<file path="config.mk">
export PLATFORM = sky130hd
export DESIGN_NAME = coin_pulse_decoder
export DESIGN_NICKNAME = d
export VERILOG_FILES = /design/src/rtl/coin_pulse_decoder.sv
export SDC_FILE = /design/constraint.sdc
export NUM_CORES = 1
export LEC_CHECK = 0
export ABC_AREA = 1
export CAP_MARGIN = 20
export CELL_PAD_IN_SITES_DETAIL_PLACEMENT = 2
export CELL_PAD_IN_SITES_GLOBAL_PLACEMENT = 2
export CORE_MARGIN = 5
export CORE_UTILIZATION = 33
export DETAILED_ROUTE_END_ITERATION = 10
export GPL_ROUTABILITY_DRIVEN = 0
export PLACE_DENSITY_LB_ADDON = 0.1
export SLEW_MARGIN = 10
export SYNTH_ARGS = -nofsm -noshare
export SYNTH_HDL_FRONTEND = slang
export SYNTH_SLANG_ARGS = --single-unit
</file>
<file path="constraint.sdc">
create_clock -name clk -period 1.75 [get_ports clk]
set_input_delay 0.35 -clock clk [delete_from_list [all_inputs] [get_ports clk]]
set_output_delay 0.35 -clock clk [all_outputs]
set_load 0.02 [all_outputs]
</file>
<file path="src/rtl/coin_pulse_decoder.sv">
// ---------------------------------------------------------------------------
// coin_pulse_decoder
//
// Purpose:
//   Turns the raw pulse train from a coin mechanism into one coin event per
//   inserted coin. The line is synchronised, short glitches are rejected,
//   and qualified pulses are counted. When the line has been idle for
//   COMMIT_TIMEOUT cycles after the last counted pulse, the count is
//   committed as a single event on a valid/ready output. If the event
//   register is still occupied at commit time, the new event is dropped and
//   a sticky lost flag is raised.
//
// Parameters:
//   MAX_PULSE_COUNT    largest legal pulse count per coin; more is an error
//   COMMIT_TIMEOUT     idle cycles after the last counted pulse before commit
//   MIN_ACTIVE_CYCLES  minimum consecutive active cycles for a pulse (>= 1)
//   IDLE_LEVEL         line level when no pulse is present
//
// Ports:
//   clk           system clock
//   rst           synchronous, active-high reset
//   pulse_in      asynchronous coin pulse line
//   coin_ready    consumer accepts the pending coin event
//   coin_valid    coin event pending
//   coin_value    pulse count of the event (0 when coin_error)
//   coin_error    event had more than MAX_PULSE_COUNT pulses
//   coin_lost     sticky: a commit found coin_valid still occupied
//   counting_out  decoder is inside a pulse train (FSM not idle)
//   pulse_out     synchronised pulse line
// ---------------------------------------------------------------------------
module coin_pulse_decoder #(
  parameter int   MAX_PULSE_COUNT   = 50,
  parameter int   COMMIT_TIMEOUT    = 3_600_000,
  parameter int   MIN_ACTIVE_CYCLES = 4,
  parameter logic IDLE_LEVEL        = 1'b1,
  localparam int  COIN_WIDTH        = $clog2(MAX_PULSE_COUNT + 1),
  localparam int  TIMER_WIDTH       = $clog2(COMMIT_TIMEOUT + 1)
) (
  input  logic                  clk,
  input  logic                  rst,
  input  logic                  pulse_in,
  input  logic                  coin_ready,
  output logic                  coin_valid,
  output logic [COIN_WIDTH-1:0] coin_value,
  output logic                  coin_error,
  output logic                  coin_lost,
  output logic                  counting_out,
  output logic                  pulse_out
);

  // The width counter only has to reach MIN_ACTIVE_CYCLES, where it saturates.
  localparam int WIDTH_BITS = $clog2(MIN_ACTIVE_CYCLES + 1);

  localparam logic [COIN_WIDTH-1:0]  COUNT_MAX = COIN_WIDTH'(MAX_PULSE_COUNT);
  localparam logic [TIMER_WIDTH-1:0] TIMER_END = TIMER_WIDTH'(COMMIT_TIMEOUT);
  localparam logic [WIDTH_BITS-1:0]  WIDTH_MIN = WIDTH_BITS'(MIN_ACTIVE_CYCLES);

  typedef enum logic [1:0] {
    IDLE   = 2'd0,
    ACTIVE = 2'd1,
    GAP    = 2'd2,
    COMMIT = 2'd3
  } state_t;

  // -------------------------------------------------------------------------
  // Synchroniser: three flops so s2 is safe to use everywhere.
  // -------------------------------------------------------------------------
  logic s0_reg;
  logic s1_reg;
  logic s2_reg;

  always_ff @(posedge clk) begin
    if (rst) begin
      s0_reg <= IDLE_LEVEL;
      s1_reg <= IDLE_LEVEL;
      s2_reg <= IDLE_LEVEL;
    end else begin
      s0_reg <= pulse_in;
      s1_reg <= s0_reg;
      s2_reg <= s1_reg;
    end
  end

  logic active;
  assign active    = (s2_reg != IDLE_LEVEL);
  assign pulse_out = s2_reg;

  // -------------------------------------------------------------------------
  // Pulse-train FSM and output event register.
  // -------------------------------------------------------------------------
  state_t                  state_reg;
  logic [COIN_WIDTH-1:0]   count_reg;
  logic [TIMER_WIDTH-1:0]  timer_reg;
  logic [WIDTH_BITS-1:0]   width_cnt_reg;
  logic                    ovf_reg;

  // Acceptance of the pending event in this cycle; a commit in the same
  // cycle may immediately reuse the freed slot.
  logic accept;
  assign accept = coin_valid && coin_ready;

  always_ff @(posedge clk) begin
    if (rst) begin
      state_reg     <= IDLE;
      count_reg     <= '0;
      timer_reg     <= '0;
      width_cnt_reg <= '0;
      ovf_reg       <= 1'b0;
      coin_valid    <= 1'b0;
      coin_value    <= '0;
      coin_error    <= 1'b0;
      coin_lost     <= 1'b0;
    end else begin
      // Consumer handshake; a commit below overrides this when it reloads.
      if (accept) begin
        coin_valid <= 1'b0;
      end

      case (state_reg)
        IDLE: begin
          if (active) begin
            state_reg     <= ACTIVE;
            width_cnt_reg <= WIDTH_BITS'(1);
          end
        end

        ACTIVE: begin
          // Timer is frozen while the line is active.
          if (active) begin
            if (width_cnt_reg < WIDTH_MIN) begin
              width_cnt_reg <= width_cnt_reg + WIDTH_BITS'(1);
            end
          end else if (width_cnt_reg >= WIDTH_MIN) begin
            // Qualified pulse: count it (or flag overflow) and restart the
            // idle timer from the trailing edge.
            if (count_reg < COUNT_MAX) begin
              count_reg <= count_reg + COIN_WIDTH'(1);
            end else begin
              ovf_reg <= 1'b1;
            end
            timer_reg <= '0;
            state_reg <= GAP;
          end else begin
            // Glitch: ignored entirely, the timer keeps its value so a
            // glitch cannot postpone the commit indefinitely.
            if (count_reg != '0) begin
              state_reg <= GAP;
            end else begin
              state_reg <= IDLE;
            end
          end
        end

        GAP: begin
          if (active) begin
            state_reg     <= ACTIVE;
            width_cnt_reg <= WIDTH_BITS'(1);
          end else if (timer_reg == TIMER_END) begin
            state_reg <= COMMIT;
          end else begin
            timer_reg <= timer_reg + TIMER_WIDTH'(1);
          end
        end

        COMMIT: begin
          // The slot is free if empty or being accepted this very cycle.
          if (!coin_valid || coin_ready) begin
            coin_valid <= 1'b1;
            coin_value <= ovf_reg ? '0 : count_reg;
            coin_error <= ovf_reg;
          end else begin
            coin_lost <= 1'b1;
          end
          count_reg     <= '0;
          ovf_reg       <= 1'b0;
          timer_reg     <= '0;
          width_cnt_reg <= '0;
          state_reg     <= IDLE;
        end

        default: begin
          state_reg <= IDLE;
        end
      endcase
    end
  end

  assign counting_out = (state_reg != IDLE);

endmodule

</file>
==> results of run 1 <==
where the power goes:
group | switching, mW | total, mW | leakage, nW | internal (mW)
registers | 0.00321 | 1.05 | 0.374 | 1.05
logic | 0.0351 | 0.0553 | 0.717 | 0.0202
clock network | 0.389 | 0.659 | 0.0438 | 0.270
worst max-delay path, delay by kind of cell, from the launching register on:
kind	cells	cell delay, ps
simple gates	9	850
flops	1	380
buf+inv	3	290
cells by family (layout without fill, tap and decap cells):
kind of cell / Yosys count / after routing / share of synthesized area
and+or+nand+nor: 232 / 232 / 0.3896
buffers and inverters: 61 / 89 / 0.1005
AOI/OAI and AO/OA: 52 / 52 / 0.1260
DFF: 46 / 46 / 0.3472
adders and majority gates: 5 / 5 / 0.02358
xor gates and xnor gates: 4 / 4 / 0.01321
worst min-delay path by stage:
stage / start / to / slack, ps
2_1_floorplan: s1_reg / pulse_out / 390
3_3_place_gp: s1_reg / pulse_out / 400
3_5_place_dp: s1_reg / pulse_out / 410
4_1_cts: s1_reg / pulse_out / 430
5_1_grt: s1_reg / pulse_out / 450
6_report: s1_reg / pulse_out / 430
final cells by class:
type | instances | area share
clock inverters | 2 | 0.003213
inverters | 47 | 0.05663
repair buffers | 35 | 0.09880
multi-input cells | 293 | 0.4807
clock buffers | 5 | 0.02209
flip-flops and latches | 46 | 0.2976
well taps | 102 | 0.04096
routing by layer:
metal | routed length [µm] | track usage | vias up | part of all wire
met5 | 0 | 0 | - | 0
met4 | 47 | 0.02836 | 0 | 0.0054
met3 | 159 | 0.02665 | 5 | 0.018
met2 | 4253 | 0.3357 | 21 | 0.49
met1 | 4279 | 0.2374 | 1345 | 0.49
li1 | - | - | 1349 | -
cells in the final DEF, fill, tap and decap left out, drive strengths merged, types with 2 or more instances in the layout:
| master | n |
|---|---|
| nand2 | 95 |
| nor2 | 70 |
| inv | 46 |
| dfxtp | 46 |
| nand3 | 42 |
| a21oi | 28 |
| buf | 21 |
| nand4 | 13 |
| clkdlybuf4s50 | 12 |
| o21ai | 9 |
| a22oi | 8 |
| nor3 | 6 |
| clkbuf | 5 |
| ha | 5 |
| or2 | 4 |
| xor2 | 3 |
| clkinv | 3 |
| dlygate4sd2 | 2 |
timing repair:
| item | 4_1_cts | 5_1_grt |
|---|---|---|
| setup endpoints to repair | 2 | 24 |
| pin swaps | 0 | 0 |
| cloned | 0 | 0 |
| resized for setup | 3 | 13 |
==> flow_metrics.py, run 1 <==
metrics = {
    "worst_hold_path": {
        "hold_depth": 1,
        "hold_class": "reg -> reg",
    },
    "global_route": {
        "grt_pass1_wl_um": 14880,
        "antenna_found_initial": 0,
        "grt_usage": 0.1856,
        "overflow": 0,
        "grt_pass1_vias": 2995,
        "grt_max_degree": 23,
    },
    "clock_tree": {
        "cts_sinks": 46,
        "cts-root-buf": "clkbuf_8",
        "cts_max_path_buffers": 2,
        "cts.htree.levels": 2,
        "post_cts_buffers": 0,
        "clkTransAtPathRegs_ps": 90,
        "tritoncts": "done",
        "cts_buffers": 5,
        "cts.hold.buffers_added": 0,
        "clock_latency_ps": 300,
    },
    "placed_design": {
        "dpl_cell_area_um2": 3000,
        "placedCellCount": 523,
        "numPortBuffers": 14,
        "hpwl_um": 6841,
        "dp_slack_ps": -1.518,
    },
    "detailed_routing": {
        "drtIter0Drc": 61,
        "postRouteAntennaNets": 0,
        "routed_wl_um": 8739,
        "routedWlPerCell_um": 16.49,
        "first_pass_iters": 4,
        "via_count": 2720,
        "drcViolationCount": 0,
        "via_per_inst": 5.132,
    },
    "synth": {
        "synth_cell_types": 37,
        "ys_ff_latch": 46,
        "async_flop_share": 0,
        "synth_ff_type": "dfxtp_1",
        "ys_warn_count": 0,
        "synth_area_um2": 2653,
        "synth_most_common_cell": "nand2_1",
        "syn_area_per_cell_um2": 6.631,
        "syn_nets": 409,
        "synth.top_cell.area_share": 0.3472,
        "syn_inst": 400,
        "synth_top_cell_by_area": "dfxtp_1",
        "synthTopCellsByArea": "dfxtp_1 35%, nand2_1 13%, nor2_1 9.2%",
        "seq_area_frac_synth": 0.3472,
        "synthTopCellsByCount": "91 x nand2_1, 65 x nor2_1, 46 x dfxtp_1",
        "synth_edf_count": 0,
    },
    "cells_and_area": {
        "fillerInstances": 981,
        "multiInputGateArea_um2": 1498,
        "final_cell_area_um2": 3115,
        "seq_area_um2": 927.1,
        "fin_util": 0.4011,
        "largest_reg_flops": 22,
        "antennaDiodeCount": 0,
        "area_growth_pct": 17.45,
        "nets": 437,
        "stdcell_count": 530,
        "drive_gt1_frac": 0.1542,
    },
    "setup_path": {
        "crit_arrival_ps": 1850,
        "reg2regPathDepth": 12,
        "critical_path.slowest_cell": "dfxtp_1",
        "startpoint": "timer_reg[20]",
        "rrSetupSlack_ps": 110,
        "critical_path.max_stage_delay_ps": 380,
        "crit_path_end_kind": "register",
        "r2r_start": "timer_reg[20]",
        "crit_type": "reg -> reg",
        "worstSetupStartpointType": "register",
        "critical_path_required_ps": 1960,
        "r2r-end": "timer_reg[18]",
        "crit_fanout": 19,
        "endpoint": "timer_reg[18]",
        "crit_chain": "inv_1 > nor2_1 > nand2_1 > nor2_2 > nand3_2 > nand2_2 > nand2_4 > buf_12 > nand3_1 > nand2_1 > inv_1 > nor2_1",
    },
    "floorplanning": {
        "core_area_um2": 7767,
        "pin_count": 15,
        "initial_core_util": 0.3415,
        "num_rows": 32,
        "die-area_um2": 9931,
        "die_x_um": 99.66,
        "dieHeight_um": 99.66,
    },
    "run_status": {
        "status": "completed",
    },
    "sta": {
        "worst_pin_slew_ps": 361.3,
        "slew_headroom": 0.7589,
        "finalCriticalPeriod_ps": 1636,
        "maxSlewViolCount": 0,
        "setup-tns-final_ps": 0,
        "setup_viol_count_final": 0,
        "hold_viol": 0,
        "whs_ps": 425.6,
        "timing.final.crit_share": 0.9349,
        "max_freq_mhz": 611.2,
        "setup_slack_ps": 113.9,
        "skew_ps": 5.148,
    },
    "power_and_ir_drop": {
        "p_leak_nw": 1.134,
        "ir_worst_vdd_mv": 0.3199,
        "powerDensity_nw_per_um2": 567.3,
        "total_power_mw": 1.767,
    },
    "run": {
        "cap_violations": 0,
    },
}
Power figures use the tool's default switching activity.
==> inputs of run 2 (changes only) <==
- ABC_AREA: 1 -> not set
- CORE_UTILIZATION: 33 -> 36
==> run 2 against run 1 <==
The flow now finishes with violations (setup timing). Clock-buffer cell count rose by 1. Die area fell by 15%. Final cell count fell by 16%. First-iteration DRC count grew to 3.3 times the previous value. Hold slack improved by 17 ps. Design area rose by 19%. Synthesized cell count is 29% lower. Clock skew is 2.3 ps higher. Sequential share of layout area shrank 4.2 points.
==> flow_metrics.py, run 2 <==
metrics = {
    "setup_path": {
        "crit_type": "reg -> reg",
        "worstSetupStartpointType": "register",
        "crit_path_end_kind": "register",
        "crit_fanout": 9,
        "rrSetupSlack_ps": -200,
        "crit_arrival_ps": 2140,
        "critical_path_required_ps": 1940,
    },
    "synth": {
        "synthTopCellsByArea": "dfxtp_1 38%, a21oi_1 6.2%, o31ai_1 4.3%",
        "synth_simple_gate_area_frac": 0.3251,
        "async_flop_share": 0,
        "synth_xor_xnor_area_share": 0.01085,
        "syn_nets": 294,
        "synth_top_cell_by_area": "dfxtp_1",
        "synthAdderAreaFrac": 0.02584,
        "synthMuxAreaShare": 0.004651,
        "synth_area_um2": 2421,
        "synth_most_common_cell": "dfxtp_1",
        "synth_edf_count": 0,
        "ys_ff_latch": 46,
        "synth_ff_type": "dfxtp_1",
        "syn_area_per_cell_um2": 8.495,
        "synthTopCellsByCount": "46 x dfxtp_1, 30 x a21oi_1, 25 x nand2_1",
        "syn_inst": 285,
        "synth_top_family_by_area": "simple AND/OR/NAND/NOR gates",
        "seq_area_frac_synth": 0.3804,
        "synth_cell_types": 59,
        "ys_warn_count": 0,
        "synth.top_cell.area_share": 0.3804,
        "synth_compound_area_frac": 0.2176,
    },
    "floorplanning": {
        "pin_count": 15,
        "initial_core_util": 0.3749,
        "num_rows": 29,
        "dieHeight_um": 92.01,
        "die-area_um2": 8465,
        "core_area_um2": 6459,
        "die_x_um": 92.01,
    },
    "power_and_ir_drop": {
        "p_int_mw": 1.534,
        "comb_power_share": 0.040,
        "p_clk_frac": 0.431,
        "powerDensity_nw_per_um2": 536.4,
        "swShare": 0.2290,
        "p_leak_nw": 1.362,
        "total_power_mw": 1.990,
        "seq_power_share": 0.529,
        "power.switching_mw": 0.4558,
        "ir_worst_vdd_mv": 0.2974,
    },
    "sta": {
        "whs_ps": 442.7,
        "maxSlewViolCount": 0,
        "rsz0062_at_grt": "true",
        "finalCriticalPeriod_ps": 1950,
        "slew_headroom": 0.7221,
        "timing.final.crit_share": 1.115,
        "hold_viol": 0,
        "worst_pin_slew_ps": 415.3,
        "setup_viol_count_final": 24,
        "skew_ps": 7.419,
        "max_freq_mhz": 512.7,
        "setup_slack_ps": -200.4,
    },
    "cells_and_area": {
        "final_cell_mix": "63 x buf_4, 30 x dfxtp_1, 24 x nand2_1",
        "fin_util": 0.5744,
        "fillerInstances": 636,
        "stdcell_count": 443,
        "drive_gt1_frac": 0.4590,
        "largest_reg_flops": 22,
        "nets": 375,
        "area_growth_pct": 53.23,
        "multiInputGateArea_um2": 1764,
        "mostFrequentLayoutCell": "buf_4",
        "antennaDiodeCount": 0,
        "seq_area_um2": 948.4,
    },
    "detailed_routing": {
        "via_per_inst": 6.447,
        "drcViolationCount": 0,
        "drtIter0Drc": 202,
        "routedWlPerCell_um": 30.70,
        "first_pass_iters": 4,
        "routed_wl_um": 13600,
        "via_count": 2856,
        "postRouteAntennaNets": 0,
    },
    "placed_design": {
        "dp_slack_ps": -278.3,
        "placedCellCount": 419,
        "numPortBuffers": 14,
        "hpwl_um": 6171,
    },
    "global_route": {
        "grt_pass1_wl_um": 17670,
        "antenna_found_initial": 0,
        "grt_pass1_vias": 3009,
        "grt_usage": 0.2717,
        "grt_max_degree": 21,
        "overflow": 0,
    },
    "run_status": {
        "status": "complete, but fails checks",
        "violations": "setup timing",
    },
    "clock_tree": {
        "cts.htree.levels": 2,
        "cts_buffers": 5,
        "tritoncts": "done",
        "clkTransAtPathRegs_ps": 90,
        "cts_max_path_buffers": 2,
        "cts-root-buf": "clkbuf_8",
        "clock_latency_ps": 320,
        "cts_sinks": 46,
    },
    "worst_hold_path": {
        "hold_class": "reg -> reg",
    },
    "run": {
        "cap_violations": 0,
    },
}
## run 2: layer usage
layer / track usage / vias up / wire length [µm]
li1: - / 1221 / -
met1: 0.3420 / 1451 / 5488
met2: 0.4708 / 139 / 6839
met3: 0.03846 / 45 / 671
met4: 0.1015 / 0 / 600
met5: 0 / - / 0
## run 2: repair_timing
item / CTS / global route
resized for setup: 39 / 55
endpoints found under the setup margin: 25 / 28
setup buffers: 7 / 11
pin swaps: 16 / 19
hold buffers: 0 / 0
gates cloned: 1 / 0
## run 2: area by class of cell
cell class                      instances  share of cell area
Inverter                                5            0.005059
Multi-Input combinational cell        221              0.4755
Sequential cell                        46              0.2556
Timing Repair Buffer                   87              0.2074
Tap cell                               77             0.02597
Clock inverter                          1            0.008094
Clock buffer                            6             0.02226
## run 2: per-stage QoR
stage / area, µm² / setup TNS (ps)
final: 3710 / -2695
after floorplan: 2424 / 0
after global routing: 3710 / -4122
after detailed placement: 3038 / -3097
after CTS: 3351 / -196.4
after global placement: 3038 / -2152
## run 2: power groups by stage
stage	sequential (mW)	combinational, mW	clock [mW]
2_1_floorplan	1.08	0.0337	0
3_3_place_gp	1.08	0.0647	0
3_5_place_dp	1.08	0.0657	0
4_1_cts	1.06	0.0683	0.856
5_1_grt	1.05	0.0835	0.905
6_report	1.05	0.0788	0.858
## run 2: kinds of logic (layout without fill, tap and decap cells)
family | after synthesis | after routing
flip-flops | 46 | 46
XOR/XNOR | 3 | 3
multiplexers | 1 | 1
AO/OA/AOI/OAI | 82 | 82
buffers and inverters | 18 | 99
AND/OR/NAND/NOR | 130 | 130
adder cells (fa/ha/maj) | 5 | 5
## run 2: final timing paths
| path | startpoint | end | cells after the start |
|---|---|---|---|
| hold reg to reg | s0_reg | s1_reg | 1 |
| setup reg to reg | state_reg[0] | timer_reg[12] | 7 |
| setup / recovery | state_reg[0] | timer_reg[12] | 7 |
| hold / removal | s0_reg | s1_reg | 1 |
## run 2: worst max-delay path, cell delays in order (launching register included)
cell	delay (ps)
dfxtp_2	470
nand3_1	250
nand2_1	220
buf_4	170
nor3_4	50
buf_12	140
o31ai_2	370
o31ai_2	140
==> inputs of run 3 (changes only) <==
- CORE_MARGIN: 5 -> not set
- GPL_ROUTABILITY_DRIVEN: 0 -> not set
- HOLD_SLACK_MARGIN: not set -> 0.15
==> run 3 against run 2 <==
The flow still finishes with violations (setup timing). First-iteration DRC count fell by 44%. Design area fell by 4.5%. Critical path type unchanged. Global-route usage rose by 5.8 points. Sequential power barely moved. Critical path depth did not move. Combinational power fell by 6.6%. Clock power fell by 16%. Hold slack got worse by 17 ps. Critical endpoint is now timer_reg[17]. Clock-buffer cell count did not move. Register-to-register slack improved by 110 ps.
==> flow_metrics.py, run 3 (synthesis gave the netlist of run 2 again) <==
metrics = {
    "clock_tree": {
        "cts_max_path_buffers": 2,
        "cts-root-buf": "clkbuf_8",
        "clkTransAtPathRegs_ps": 90,
        "cts.hold.buffers_added": 0,
        "tritoncts": "done",
        "clock_latency_ps": 310,
        "cts_buffers": 5,
        "cts_sinks": 46,
        "cts.htree.levels": 2,
    },
    "worst_hold_path": {
        "hold_depth": 1,
        "hold_class": "reg -> reg",
    },
    "cells_and_area": {
        "largest_reg_flops": 22,
        "fillerInstances": 652,
        "final_cell_mix": "52 x buf_4, 30 x dfxtp_1, 25 x a21oi_1, 25 x nand2_1, 17 x nor2_1",
        "nets": 366,
        "final_cell_area_um2": 3542,
        "antennaDiodeCount": 0,
        "drive_gt1_frac": 0.4162,
        "mostFrequentLayoutCell": "buf_4",
        "stdcell_count": 435,
        "fin_util": 0.5515,
        "area_growth_pct": 46.31,
    },
    "run_status": {
        "status": "complete, but fails checks",
        "violations": "setup timing",
    },
    "detailed_routing": {
        "drcViolationCount": 0,
        "routedWlPerCell_um": 27.67,
        "first_pass_iters": 4,
        "postRouteAntennaNets": 0,
        "routed_wl_um": 12040,
        "drtIter0Drc": 114,
        "via_per_inst": 6.221,
        "via_count": 2706,
    },
    "setup_path": {
        "crit_type": "reg -> reg",
        "crit_arrival_ps": 2080,
        "crit_fanout": 4,
        "critical_path_required_ps": 1990,
        "rrSetupSlack_ps": -90,
        "crit_path_end_kind": "register",
        "worstSetupStartpointType": "register",
        "reg2regPathDepth": 7,
    },
    "floorplanning": {
        "core_area_um2": 6422,
        "die_x_um": 84.01,
        "num_rows": 29,
        "initial_core_util": 0.3770,
        "die-area_um2": 7057,
        "dieHeight_um": 84.01,
        "pin_count": 15,
    },
    "placed_design": {
        "place_congestion": 0.7611,
        "numPortBuffers": 14,
        "placedCellCount": 418,
        "dp_slack_ps": -317.4,
        "dpl_cell_area_um2": 3030,
        "hpwl_um": 6268,
    },
    "global_route": {
        "grt_max_degree": 15,
        "overflow": 0,
        "grt_pass1_vias": 2939,
        "grt_pass1_wl_um": 17530,
        "grt_usage": 0.3293,
        "antenna_found_initial": 0,
    },
    "sta": {
        "setup_viol_count_final": 17,
        "max_freq_mhz": 544.7,
        "worst_pin_slew_ps": 526.1,
        "finalCriticalPeriod_ps": 1836,
        "skew_ps": 6.742,
        "timing.final.crit_share": 1.049,
        "slew_headroom": 0.6492,
        "hold_viol": 0,
        "maxSlewViolCount": 0,
        "setup_slack_ps": -85.85,
        "whs_ps": 426.0,
        "rsz0062_at_grt": "true",
        "setup-tns-final_ps": -714.4,
    },
    "power_and_ir_drop": {
        "p_leak_nw": 1.327,
        "total_power_mw": 1.845,
        "ir_worst_vdd_mv": 0.3255,
        "powerDensity_nw_per_um2": 520.9,
    },
    "run": {
        "cap_violations": 0,
    },
}
-- run 3: changes by cell type in the layout (fill, tap and decap cells not counted), sizes merged --
| cell | delta |
|---|---|
| buf | -9 |
| bufinv | -1 |
| clkinv | +1 |
| clkinvlp | +1 |
-- run 3: area by class of cell --
cell class                 instances  area (µm²)  share of cell area
inverter                           5       18.77            0.005298
timing repair buffer              78       689.4              0.1946
multi-input combinational        221        1687              0.4762
sequential                        46       955.9              0.2699
tap                               77       96.34             0.02720
clock inverter                     2       12.51            0.003532
clock buffer                       6       82.58             0.02331
-- run 3: per-layer routing --
| layer | share of wire | vias to the layer above | track usage |
|---|---|---|---|
| met5 | 0 | - | 0 |
| met4 | 0.031 | 0 | 0.1317 |
| met3 | 0.033 | 32 | 0.05836 |
| met2 | 0.51 | 83 | 0.5715 |
| met1 | 0.43 | 1386 | 0.4020 |
| li1 | - | 1205 | - |
-- run 3: repair_timing --
action                     CTS  global route
pin swaps                   18             9
buffers inserted             6             3
setup endpoints to repair   24            26
gates cloned                 0             0
resized for setup           45            40
-- run 3: final timing paths --
kind	from	end
setup / recovery	timer_reg[11]	timer_reg[17]
hold / removal	s1_reg	pulse_out
setup reg to reg	timer_reg[11]	timer_reg[17]
hold reg to reg	s1_reg	pulse_out
-- run 3: critical path, stage by stage, from the launching register on --
cell,delay [ps]
dfxtp_1,410
nand3_2,160
nor4_4,350
buf_6,180
buf_12,110
nand2_2,70
or3_4,410
o21ai_2,80
-- run 3: report_power, final --
part           internal [mW]  switching, mW  leakage, nW
Clock                  0.319          0.405       0.0472
Combinational         0.0292         0.0445        0.900
Sequential              1.04        0.00545        0.380
Total                   1.39          0.455         1.33
==> patch: new RTL, settings of run 1 <==
Change the parameter `COMMIT_TIMEOUT` from 3_600_000 to 14_400_000.
--- a/src/rtl/coin_pulse_decoder.sv
+++ b/src/rtl/coin_pulse_decoder.sv
@@ -30,7 +30,7 @@
 // ---------------------------------------------------------------------------
 module coin_pulse_decoder #(
   parameter int   MAX_PULSE_COUNT   = 50,
-  parameter int   COMMIT_TIMEOUT    = 3_600_000,
+  parameter int   COMMIT_TIMEOUT    = 14_400_000,
   parameter int   MIN_ACTIVE_CYCLES = 4,
   parameter logic IDLE_LEVEL        = 1'b1,
   localparam int  COIN_WIDTH        = $clog2(MAX_PULSE_COUNT + 1),
Formal check against the unedited RTL: same outputs for any inputs over 10 cycles, from zero or initial values and one cycle with rst high; that may be too few to reach the edited logic, so the function may still have changed.
==> patch against run 1 <==
- sequential power is 5% higher
- area after synthesis is 2.4% higher
- via count is 10% higher
- routed wire length is 18% higher
- critical endpoint is now pulse_out
- non-clock buffer count is 13 higher
- largest cell class unchanged
- total power is 25% higher
- maximum frequency is 4.5% lower
- register-to-register slack worse by 40 ps
- largest power group unchanged
- setup slack worse by 77 ps
- sequential cell count is 2 higher
- sequential share of layout area is 1.1 points lower
- cell area is 9.2% higher
==> patch: results (changes against run 1) <==
\begin{tabular}{lr}
\hline
Metric & Value \\
\hline
\multicolumn{2}{l}{\textbf{Synthesis}} \\
\quad Ys Warns & 0 (unchanged) \\
\quad Synth cell count leaders & sky130\_fd\_sc\_hd\_\_nand2\_1, sky130\_fd\_sc\_hd\_\_nor2\_1, sky130\_fd\_sc\_hd\_\_dfxtp\_1 \\
\quad Largest cells by area after synthesis & sky130\_fd\_sc\_hd\_\_dfxtp\_1, sky130\_fd\_sc\_hd\_\_nand2\_1, sky130\_fd\_sc\_hd\_\_nor2\_1 \\
\quad Number of nets in the synthesized netlist & 434 (+6.1\%) \\
\quad Number of distinct library cells after synthesis & 30 (-19\%) \\
\quad Sequential-to-total area share from yosys stat & 35.4\% (+0.67 points) \\
\multicolumn{2}{l}{\textbf{Placement}} \\
\quad Worst-case setup slack after placement & -54.3 ps (-52.8 ps) \\
\quad DP HPWL & 7490 um (+9.5\%) \\
\multicolumn{2}{l}{\textbf{Global route}} \\
\quad Via count of the first global-routing pass & 3,254 (+8.6\%) \\
\quad Maximum number of pins on one net before global-route repair & 17 (-26\%) \\
\quad Wire length of the first global-routing pass & 16,600 um (+12\%) \\
\quad Global-route usage over all layers & 20.9\% (+2.3 points) \\
\multicolumn{2}{l}{\textbf{Power}} \\
\quad Max rail drop VDD & 340 uV (+6.4\%) \\
\quad Static leakage & 1.33 nW (+17\%) \\
\quad Net switching component of the power & 0.506 mW (+18\%) \\
\multicolumn{2}{l}{\textbf{Clock network}} \\
\quad Clock latency reported for the late side of the worst-skew pair & 320 ps (+20 ps) \\
\quad Register clock-pin slew on the reported worst setup and hold paths & 110 ps (+20 ps) \\
\multicolumn{2}{l}{\textbf{Setup path}} \\
\quad Arrival @ worst endpoint & 1360 ps (-490 ps) \\
\quad CP delay by family, top & buffers and inverters \\
\quad Crit-path slowest cell & sky130\_fd\_sc\_hd\_\_clkdlybuf4s50\_1 \\
\quad Largest fanout on the critical path & 4 (-15) \\
\quad Slowest cell delay on critical path & 630 ps (+250 ps) \\
\multicolumn{2}{l}{\textbf{Timing}} \\
\quad Worst slew pin tran & 542 ps (+180 ps) \\
\quad Layout Skew & 17.1 ps (+11.9 ps) \\
\multicolumn{2}{l}{\textbf{Status}} \\
\quad Result of the run & complete, no violations \\
\multicolumn{2}{l}{\textbf{Drt}} \\
\quad Number of DRC markers in iteration 0 & 102 (+67\%) \\
\quad Detail-routed via count per cell & 5.20 (+1.4\%) \\
\quad Overall routed net length & 10,300 um (+18\%) \\
\multicolumn{2}{l}{\textbf{Finish}} \\
\quad Number of diodes & 0 (unchanged) \\
\quad Max FFs per register & 24 (+9.1\%) \\
\quad Final \#Nets & 479 (+9.6\%) \\
\quad Ratio of cells with drive above 1 in the final layout & 17.9\% (+2.5 points) \\
\quad Count of fill cells added during filler insertion & 1,007 (+2.7\%) \\
\multicolumn{2}{l}{\textbf{Job}} \\
\quad Count of maximum capacitance violations & 0 (unchanged) \\
\multicolumn{2}{l}{\textbf{Hold path}} \\
\quad Hold Crit Class & flip-flop to flip-flop \\
\hline
\end{tabular}
==> patch: cells by family after synthesis <==
kind of cell,Yosys count,synth area share (%)
fa+ha+maj,6,2.76
buf+inv,59,9.17
compound gates,51,11.0
flops,48,35.4
xor+xnor,3,0.968
simple gates,257,40.7
==> patch: layout make-up <==
class	instances	share of cell area [%]
inverters	49	5.41
multi-input cells	317	46.3
clock buffers	5	2.02
repair buffers	48	11.8
well taps	105	3.86
clock inverters	3	2.02
flip-flops and latches	48	28.6
==> patch: metal layers <==
| metal | vias to the layer above | share of wire, % | global-route usage [%] |
|---|---|---|---|
| li1 | 1451 | - | - |
| met1 | 1505 | 42 | 23.6 |
| met2 | 27 | 56 | 40.5 |
| met3 | 8 | 1.5 | 2.63 |
| met4 | 0 | 1.1 | 5.91 |
| met5 | - | 0 | 0 |
==> patch: through the flow <==
stage | cell area [um^2] | instances
CTS | 3290 | 571
finish | 3400 | 575
floorplan | 2720 | 424
global placement | 3140 | 562
global route | 3400 | 575
detailed placement | 3140 | 562
==> patch: final timing paths <==
check / startpoint / end / slack, ps / cells past startpoint
min reg2reg: s0_reg$_SDFF_PP1_ / s1_reg$_SDFF_PP1_ / 430 / 1
max reg2reg: timer_reg[8]$_SDFFE_PP0P_ / timer_reg[11]$_SDFFE_PP0P_ / 70 / 9
min: s0_reg$_SDFF_PP1_ / s1_reg$_SDFF_PP1_ / 430 / 1
max: pulse_out$_SDFF_PP1_ / pulse_out / 40 / 1
==> patch: power groups by stage <==
stage | clock network, mW | logic (mW) | registers, mW
floorplan | 0 | 0.0470 | 1.13
global placement | 0 | 0.0818 | 1.13
detailed placement | 0 | 0.0839 | 1.13
CTS | 1.03 | 0.0850 | 1.10
global route | 1.09 | 0.0976 | 1.10
finish | 1.02 | 0.0893 | 1.10
==> patch: repair_timing <==
action                                  in CTS  in global routing
endpoints found under the setup margin       2                 25
hold buffers                                 0                  0
resized for setup                            2                 30
pin swaps                                    0                  5
setup buffers                                1                  4
